--- src/rtl/mem_arb_pkg.sv ---
// Shared encodings for the memory port arbiter: FSM states and the owner tag.
package mem_arb_pkg;

  typedef enum logic [1:0] {
    IDLE = 2'd0,
    BUSY = 2'd1,
    ACK  = 2'd2
  } arb_state_e;

  localparam logic OWN_CPU = 1'b0;
  localparam logic OWN_LDR = 1'b1;

endpackage

--- src/rtl/arb_wait_counter.sv ---
// Saturating count of cycles the loader has been kept waiting; o_sat flags
// that the loader has earned priority over the CPU.
module arb_wait_counter #(
  parameter int WAIT_W   = 4,
  parameter int MAX_WAIT = 8
) (
  input  logic clk,
  input  logic reset,
  input  logic i_inc,
  input  logic i_clr,
  output logic o_sat
);

  logic [WAIT_W-1:0] r_cnt;

  assign o_sat = (r_cnt >= WAIT_W'(MAX_WAIT));

  always_ff @(posedge clk or posedge reset) begin
    if (reset)
      r_cnt <= '0;
    else if (i_clr)
      r_cnt <= '0;
    else if (i_inc && !o_sat)
      r_cnt <= r_cnt + 1'b1;
  end

endmodule

--- src/rtl/mem_port_arbiter.sv ---
// Two-requester arbiter for the single memory port: one access at a time,
// MEM_LAT busy cycles, then a one-cycle ack to whichever side owns the port.
module mem_port_arbiter
  import mem_arb_pkg::*;
#(
  parameter int ADDR_W   = 32,
  parameter int DATA_W   = 32,
  parameter int MEM_LAT  = 1,
  parameter int MAX_WAIT = 8,
  parameter int WAIT_W   = 4
) (
  input  logic              clk,
  input  logic              reset,
  input  logic              cpu_req,
  input  logic              cpu_we,
  input  logic [ADDR_W-1:0] cpu_addr,
  input  logic [DATA_W-1:0] cpu_wdata,
  output logic              cpu_ack,
  output logic [DATA_W-1:0] cpu_rdata,
  output logic              cpu_stall,
  input  logic              ldr_req,
  input  logic              ldr_we,
  input  logic [ADDR_W-1:0] ldr_addr,
  input  logic [DATA_W-1:0] ldr_wdata,
  input  logic              ldr_hold,
  output logic              ldr_ack,
  output logic [DATA_W-1:0] ldr_rdata,
  output logic              mem_we,
  output logic [ADDR_W-1:0] mem_addr,
  output logic [DATA_W-1:0] mem_wdata,
  input  logic [DATA_W-1:0] mem_rdata
);

  localparam int LAT_W = (MEM_LAT > 1) ? $clog2(MEM_LAT) : 1;

  arb_state_e        r_state, w_state_nxt;
  logic              r_owner;
  logic              r_we;
  logic [ADDR_W-1:0] r_addr;
  logic [DATA_W-1:0] r_wdata;
  logic [DATA_W-1:0] r_cpu_rdata, r_ldr_rdata;
  logic [LAT_W-1:0]  r_lat_cnt;

  logic w_wait_sat, w_grant_ldr, w_grant_cpu, w_grant, w_last, w_ldr_active;

  // Loader wins on burst lock, starvation, or an idle CPU; ldr_hold also
  // keeps the CPU off the port even between loader requests.
  assign w_grant_ldr = (r_state == IDLE) && ldr_req &&
                       (ldr_hold || w_wait_sat || !cpu_req);
  assign w_grant_cpu = (r_state == IDLE) && !w_grant_ldr && cpu_req && !ldr_hold;
  assign w_grant     = w_grant_ldr | w_grant_cpu;
  assign w_last      = (r_state == BUSY) && (r_lat_cnt == LAT_W'(MEM_LAT - 1));
  assign w_ldr_active = (r_state != IDLE) && (r_owner == OWN_LDR);

  arb_wait_counter #(
    .WAIT_W  (WAIT_W),
    .MAX_WAIT(MAX_WAIT)
  ) u_wait (
    .clk  (clk),
    .reset(reset),
    .i_inc(ldr_req && !w_ldr_active),
    .i_clr(!ldr_req || w_grant_ldr),
    .o_sat(w_wait_sat)
  );

  always_ff @(posedge clk or posedge reset) begin
    if (reset) r_state <= IDLE;
    else       r_state <= w_state_nxt;
  end

  always_comb begin
    w_state_nxt = r_state;
    mem_we      = 1'b0;
    cpu_ack     = 1'b0;
    ldr_ack     = 1'b0;
    case (r_state)
      IDLE: if (w_grant) w_state_nxt = BUSY;
      BUSY: begin
        // Only the first busy cycle writes, so a write lands exactly once.
        mem_we = r_we && (r_lat_cnt == '0);
        if (w_last) w_state_nxt = ACK;
      end
      ACK: begin
        cpu_ack     = (r_owner == OWN_CPU);
        ldr_ack     = (r_owner == OWN_LDR);
        w_state_nxt = IDLE;
      end
      default: w_state_nxt = IDLE;
    endcase
  end

  always_ff @(posedge clk or posedge reset) begin
    if (reset) begin
      r_owner     <= OWN_CPU;
      r_we        <= 1'b0;
      r_addr      <= '0;
      r_wdata     <= '0;
      r_lat_cnt   <= '0;
      r_cpu_rdata <= '0;
      r_ldr_rdata <= '0;
    end else begin
      if (w_grant) begin
        r_owner   <= w_grant_ldr ? OWN_LDR : OWN_CPU;
        r_we      <= w_grant_ldr ? ldr_we : cpu_we;
        r_addr    <= w_grant_ldr ? ldr_addr : cpu_addr;
        r_wdata   <= w_grant_ldr ? ldr_wdata : cpu_wdata;
        r_lat_cnt <= '0;
      end else if ((r_state == BUSY) && !w_last) begin
        r_lat_cnt <= r_lat_cnt + 1'b1;
      end
      if (w_last && !r_we) begin
        if (r_owner == OWN_LDR) r_ldr_rdata <= mem_rdata;
        else                    r_cpu_rdata <= mem_rdata;
      end
    end
  end

  assign mem_addr  = r_addr;
  assign mem_wdata = r_wdata;
  assign cpu_rdata = r_cpu_rdata;
  assign ldr_rdata = r_ldr_rdata;
  assign cpu_stall = cpu_req & ~cpu_ack;

endmodule

--- config.mk ---
export PLATFORM = sky130hd
export DESIGN_NAME = mem_port_arbiter
export DESIGN_NICKNAME = d
export VERILOG_FILES = /design/src/rtl/mem_arb_pkg.sv /design/src/rtl/arb_wait_counter.sv /design/src/rtl/mem_port_arbiter.sv
export SDC_FILE = /design/constraint.sdc
export NUM_CORES = 1
export LEC_CHECK = 0
export BUFFER_PORTS_ARGS = -buffer_cell sky130_fd_sc_hd__buf_2
export CORE_MARGIN = 5
export CORE_UTILIZATION = 46
export DETAILED_ROUTE_END_ITERATION = 8
export HOLD_SLACK_MARGIN = 0.12
export MAX_ROUTING_LAYER = met4
export PLACE_DENSITY_LB_ADDON = 0.12
export SLEW_MARGIN = 15
export SYNTH_ARGS = -nofsm -noshare
export SYNTH_HDL_FRONTEND = slang
export SYNTH_SLANG_ARGS = --single-unit
--- constraint.sdc ---
create_clock -name clk -period 5.6 [get_ports clk]
set_input_delay 1.4 -clock clk [delete_from_list [all_inputs] [get_ports clk]]
set_output_delay 1.4 -clock clk [all_outputs]
set_load 0.02 [all_outputs]
; ---- Word level (Yosys, flattened, before mapping)
; Index checks and enable logic that the tools add are counted.
[classes]
addsub = 2
order_cmp = 1
n_eq_ne = 4
muxes = 14
n_bitwise = 5
n_reduce_logical = 30
[op_table]
columns = op, n
row1 = $mux W32, 2
row2 = $logic_and A1 B1 Y1, 12
row3 = $logic_not A1 Y1, 8
row4 = $mux W4, 2
row5 = $mux W1, 7
row6 = $reduce_and A2 Y1, 3
row7 = $reduce_bool A2 Y1, 3
row8 = $add A4 B1 Y4 const B, 1
row9 = $ge A4 B4 Y1 const B, 1
row10 = $mux W2, 2
row11 = $ne A2 B2 Y1 const B, 2
row12 = $pmux W2 S2, 1
row13 = $logic_or A1 B1 Y1, 3
row14 = $not A1 Y1, 3
row15 = $eq A2 B1 Y1 const B, 1
row16 = $eq A2 B2 Y1 const B, 1
row17 = $logic_not A2 Y1, 1
row18 = $add A1 B1 Y1 const B, 1
row19 = $and A1 B1 Y1, 1
row20 = $or A1 B1 Y1, 1
[word_totals]
register_bits = 137
in_bits = 167
output_inout_bits = 132
elab_cells = 65

; ---- Depth between registers and ports, before layout
[logic_depth]
depth_word = 11
ltp_mapped = 7
depth_no_buf = 4

; ---- Cells and area by module
; A second synthesis with hierarchy kept.
[unflattened]
cells_unflattened = 536
area_unflattened_um2 = 5823.1
[modules_own_cells]
columns = module, instances, cells_each, area_per_inst_um2, seq_area_each_um2
row1 = mem_port_arbiter, 1, 516, 5610.4, 3328.2
row2 = arb_wait_counter, 1, 20, 212.7, 100.1

; ---- Worst setup path after synthesis
; OpenSTA, ideal clock, no wires.
[synth_path]
path_kind = input port to output port
start = input port cpu_req
end = output port cpu_stall
arrival_time_ns = 1.727
t_required_ns = 4.200
slack_ns = 2.473
path_stages = 1
path_buffers = 0
cell_sequence = nor2b_1
[synth_between]
elab_chain_cells = 1
[synth_rtl]
columns = element, line_no
row1 = "start, declared", mem_port_arbiter.sv:14  ; input logic cpu_req,
row2 = $and A1 B1 Y1, mem_port_arbiter.sv:122  ; assign cpu_stall = cpu_req & ~cpu_ack;
row3 = "end, declared", mem_port_arbiter.sv:20  ; output logic cpu_stall,
; No other way between the ends.

; ---- Final worst setup path
; Same ends and word-level chain as after synthesis.

==> run summary <==
Fin. Hold Viols = 0
EDFF count, synth = 0
GP Congestion = 0.7815
Core area = 12470 µm²
CTS Buffer Depth = 2
Placed insts = 972
DRC Markers = 0
Final Cell Area = 7984 µm²
Final Max Tran Viols = 0
Max_cap viols = 0
Syn Nets = 703
Initial DRC Count = 346
Routed wl met3 = 1127 µm
Pwr/cell area = 641.5 nW/µm²
Seq/Total Area, Yosys = 59.10%
Worst hold-check path type = reg2reg
Warnings, synthesis = 0
Ports = 299
Via density = 4.978
Post-synthesis cell count = 534
Buffers & Inverters on Critical Path = 2
Clock Latency Late Sink = 0.40 ns
Total CTS buffers = 17
Critical path capture point type = output port
Setup CP Type = in2out
TritonCTS clock tree = yes
Die width = 122.3 µm
H-tree depth = 4
Worst Tran Pin Value = 1.071 ns
Number of placement rows = 41
Crit path max fanout = 3
Delay-heaviest family, CP = buffers and inverters
Diodes inserted = 0
Library cells used by synthesis = 29
VDD IR max = 0.3228 mV
Yosys top cell area share = 59.10%
Post-synth ARST share = 100.0%
Largest net degree at the start of global routing = 105
Setup TNS = 0 ns
CTS root buffer = clkbuf_16
Final std cells w/o fill = 1003
Post-Route WL = 16260 µm
FILL cells = 1063
Initial antenna violation count = 0
Outcome = completed
Setup Skew = 0.008652 ns
Tot GR Track Use = 21.94%
Unrepaired setup endpoints after global routing = no
Final Util = 64.05%
Metal1 wirelength = 6214 µm
Final HPWL DP = 11870 µm
Pleak = 4.060 nW
I/O Buffers = 298
Max Used Layer = met4
Critical path's largest stage delay = 0.17 ns
Commonest cells in the netlist = dfrtp_1, nand2_1, nor2_1, a31oi_1, mux2_2
Antenna Violating Nets Remaining = 0
Setup bufs post-CTS = 0
Critical Path, Cell by Cell = buf_2 > nor2b_1 > buf_2
Global-route wire length before repair = 24600 µm
Area delta synth->final = 37.64%
Post-cts resize count = 0
Synthesized area per cell = 10.86 µm²
Synth Flop Type = dfrtp_1
Yosys reg bits = 137
DR WL/cell = 16.22 µm
Cell with the most instances after synthesis = dfrtp_1
Hold_buf cts = 0
Die area = 14960 µm²
GRT Residual Overflow = 0
CTS Sinks = 137
Die Ht = 122.3 µm
WL met2 = 8640 µm
Top post-synthesis cells by area = dfrtp_1, nand2_1, mux2_4
Critical Path RT = 4.20 ns
Max frequency = 0.3130 GHz
Reg clk slew, reported paths = 0.05 ns
Synth area leader = dfrtp_1
Minimum period implied by the final worst setup slack = 3.195 ns
Share of post-route cells with drive strength above 1 = 48.38%
Drt first pass iters = 4
Vias post-DR = 4993
Placed cell area = 7393 µm²
Crit path max-delay cell type = buf_2
Final net count = 988
Initial Util = 46.53%
Crit-path most repeated cell = buf_2
Post-placement setup slack = 2.333 ns
Final worst setup slack = 2.405 ns
Vias in the first global route = 5042
Crit path DAT = 1.79 ns
Max-slew headroom = 28.57%
Synthesized area = 5801 µm²
Tcrit/Tclk final = 57.05%
Startpoint types = primary input
Final setup fails = 0
==> sequential cells by signal (all words and copies together), names as in the netlist, 2 cells and up <==
signal,flops
cpu_rdata,32
mem_wdata,32
u_wait.r_cnt,4
mem_addr,32
ldr_rdata,32
r_state,2
==> final timing paths <==
kind | from | end | slack (ns) | cells past startpoint
hold reg to reg | cpu_rdata[27] | cpu_rdata[27] | 0.48 | 1
setup reg to reg | r_state[0] | mem_wdata[18] | 3.19 | 5
min in group asynchronous | reset | ldr_rdata[27] | 1.20 | 2
hold / removal | cpu_rdata[27] | cpu_rdata[27] | 0.48 | 1
max in group asynchronous | reset | cpu_rdata[30] | 3.37 | 3
setup / recovery | cpu_req | cpu_stall | 2.41 | 3
==> cell type report <==
| type | instances | area, µm² | share of cell area [%] |
|---|---|---|---|
| clock buffer | 22 | 464.2 | 5.814 |
| clock inverter | 9 | 122.6 | 1.536 |
| inverter | 5 | 23.77 | 0.2978 |
| multi-input combinational | 356 | 2208 | 27.66 |
| sequential | 137 | 3428 | 42.94 |
| tap | 172 | 215.2 | 2.695 |
| timing repair buffer | 302 | 1521 | 19.06 |
==> kinds of logic (layout without fill, tap and decap cells) <==
kind of cell / after synthesis / after routing / synth area share (%)
buf+inv: 41 / 338 / 3.300
fa+ha+maj: 2 / 2 / 0.4313
simple gates: 217 / 217 / 14.71
flops: 137 / 137 / 59.10
xor+xnor: 2 / 2 / 0.3020
compound gates: 70 / 70 / 7.614
mux: 65 / 65 / 14.54
==> cell usage in the layout, fill, tap and decap left out, types with 3 or more instances in the layout <==
cell type  Yosys  routed
clkbuf_16      0      17
dfrtp_1      137     137
inv_1          4       3
a31oi_1       65      65
nor2b_1        3       3
mux2_4        30      30
clkbuf_1      19       3
buf_2         12     298
clkinv_2       0       5
bufinv_16      0       3
nor2_1        72      72
nand2_1      133     133
buf_4          0       4
mux2_2        33      33
==> metrics by stage <==
step | power (W) | hold slack, ns
2_1_floorplan | 0.003259 | 0.4900
3_3_place_gp | 0.003982 | 0.4687
3_5_place_dp | 0.004054 | 0.4694
4_1_cts | 0.005183 | 0.4816
5_1_grt | 0.005421 | 0.5123
6_report | 0.005122 | 0.4780
==> where the power goes <==
part / internal, W / switching, W / total, W
combinational: 0.000882 / 0.00137 / 0.00226
clock: 0.000717 / 0.000387 / 0.00110
sequential: 0.00149 / 0.000275 / 0.00176
total: 0.00309 / 0.00204 / 0.00512
==> metal layers <==
layer / track usage (%) / up-vias
met1: 24.90 / 2421
met2: 37.07 / 183
met3: 5.714 / 14
met4: 8.957 / 0
li1: - / 2375
met5: - / -
Note: power is estimated with default switching activity, not from simulation.
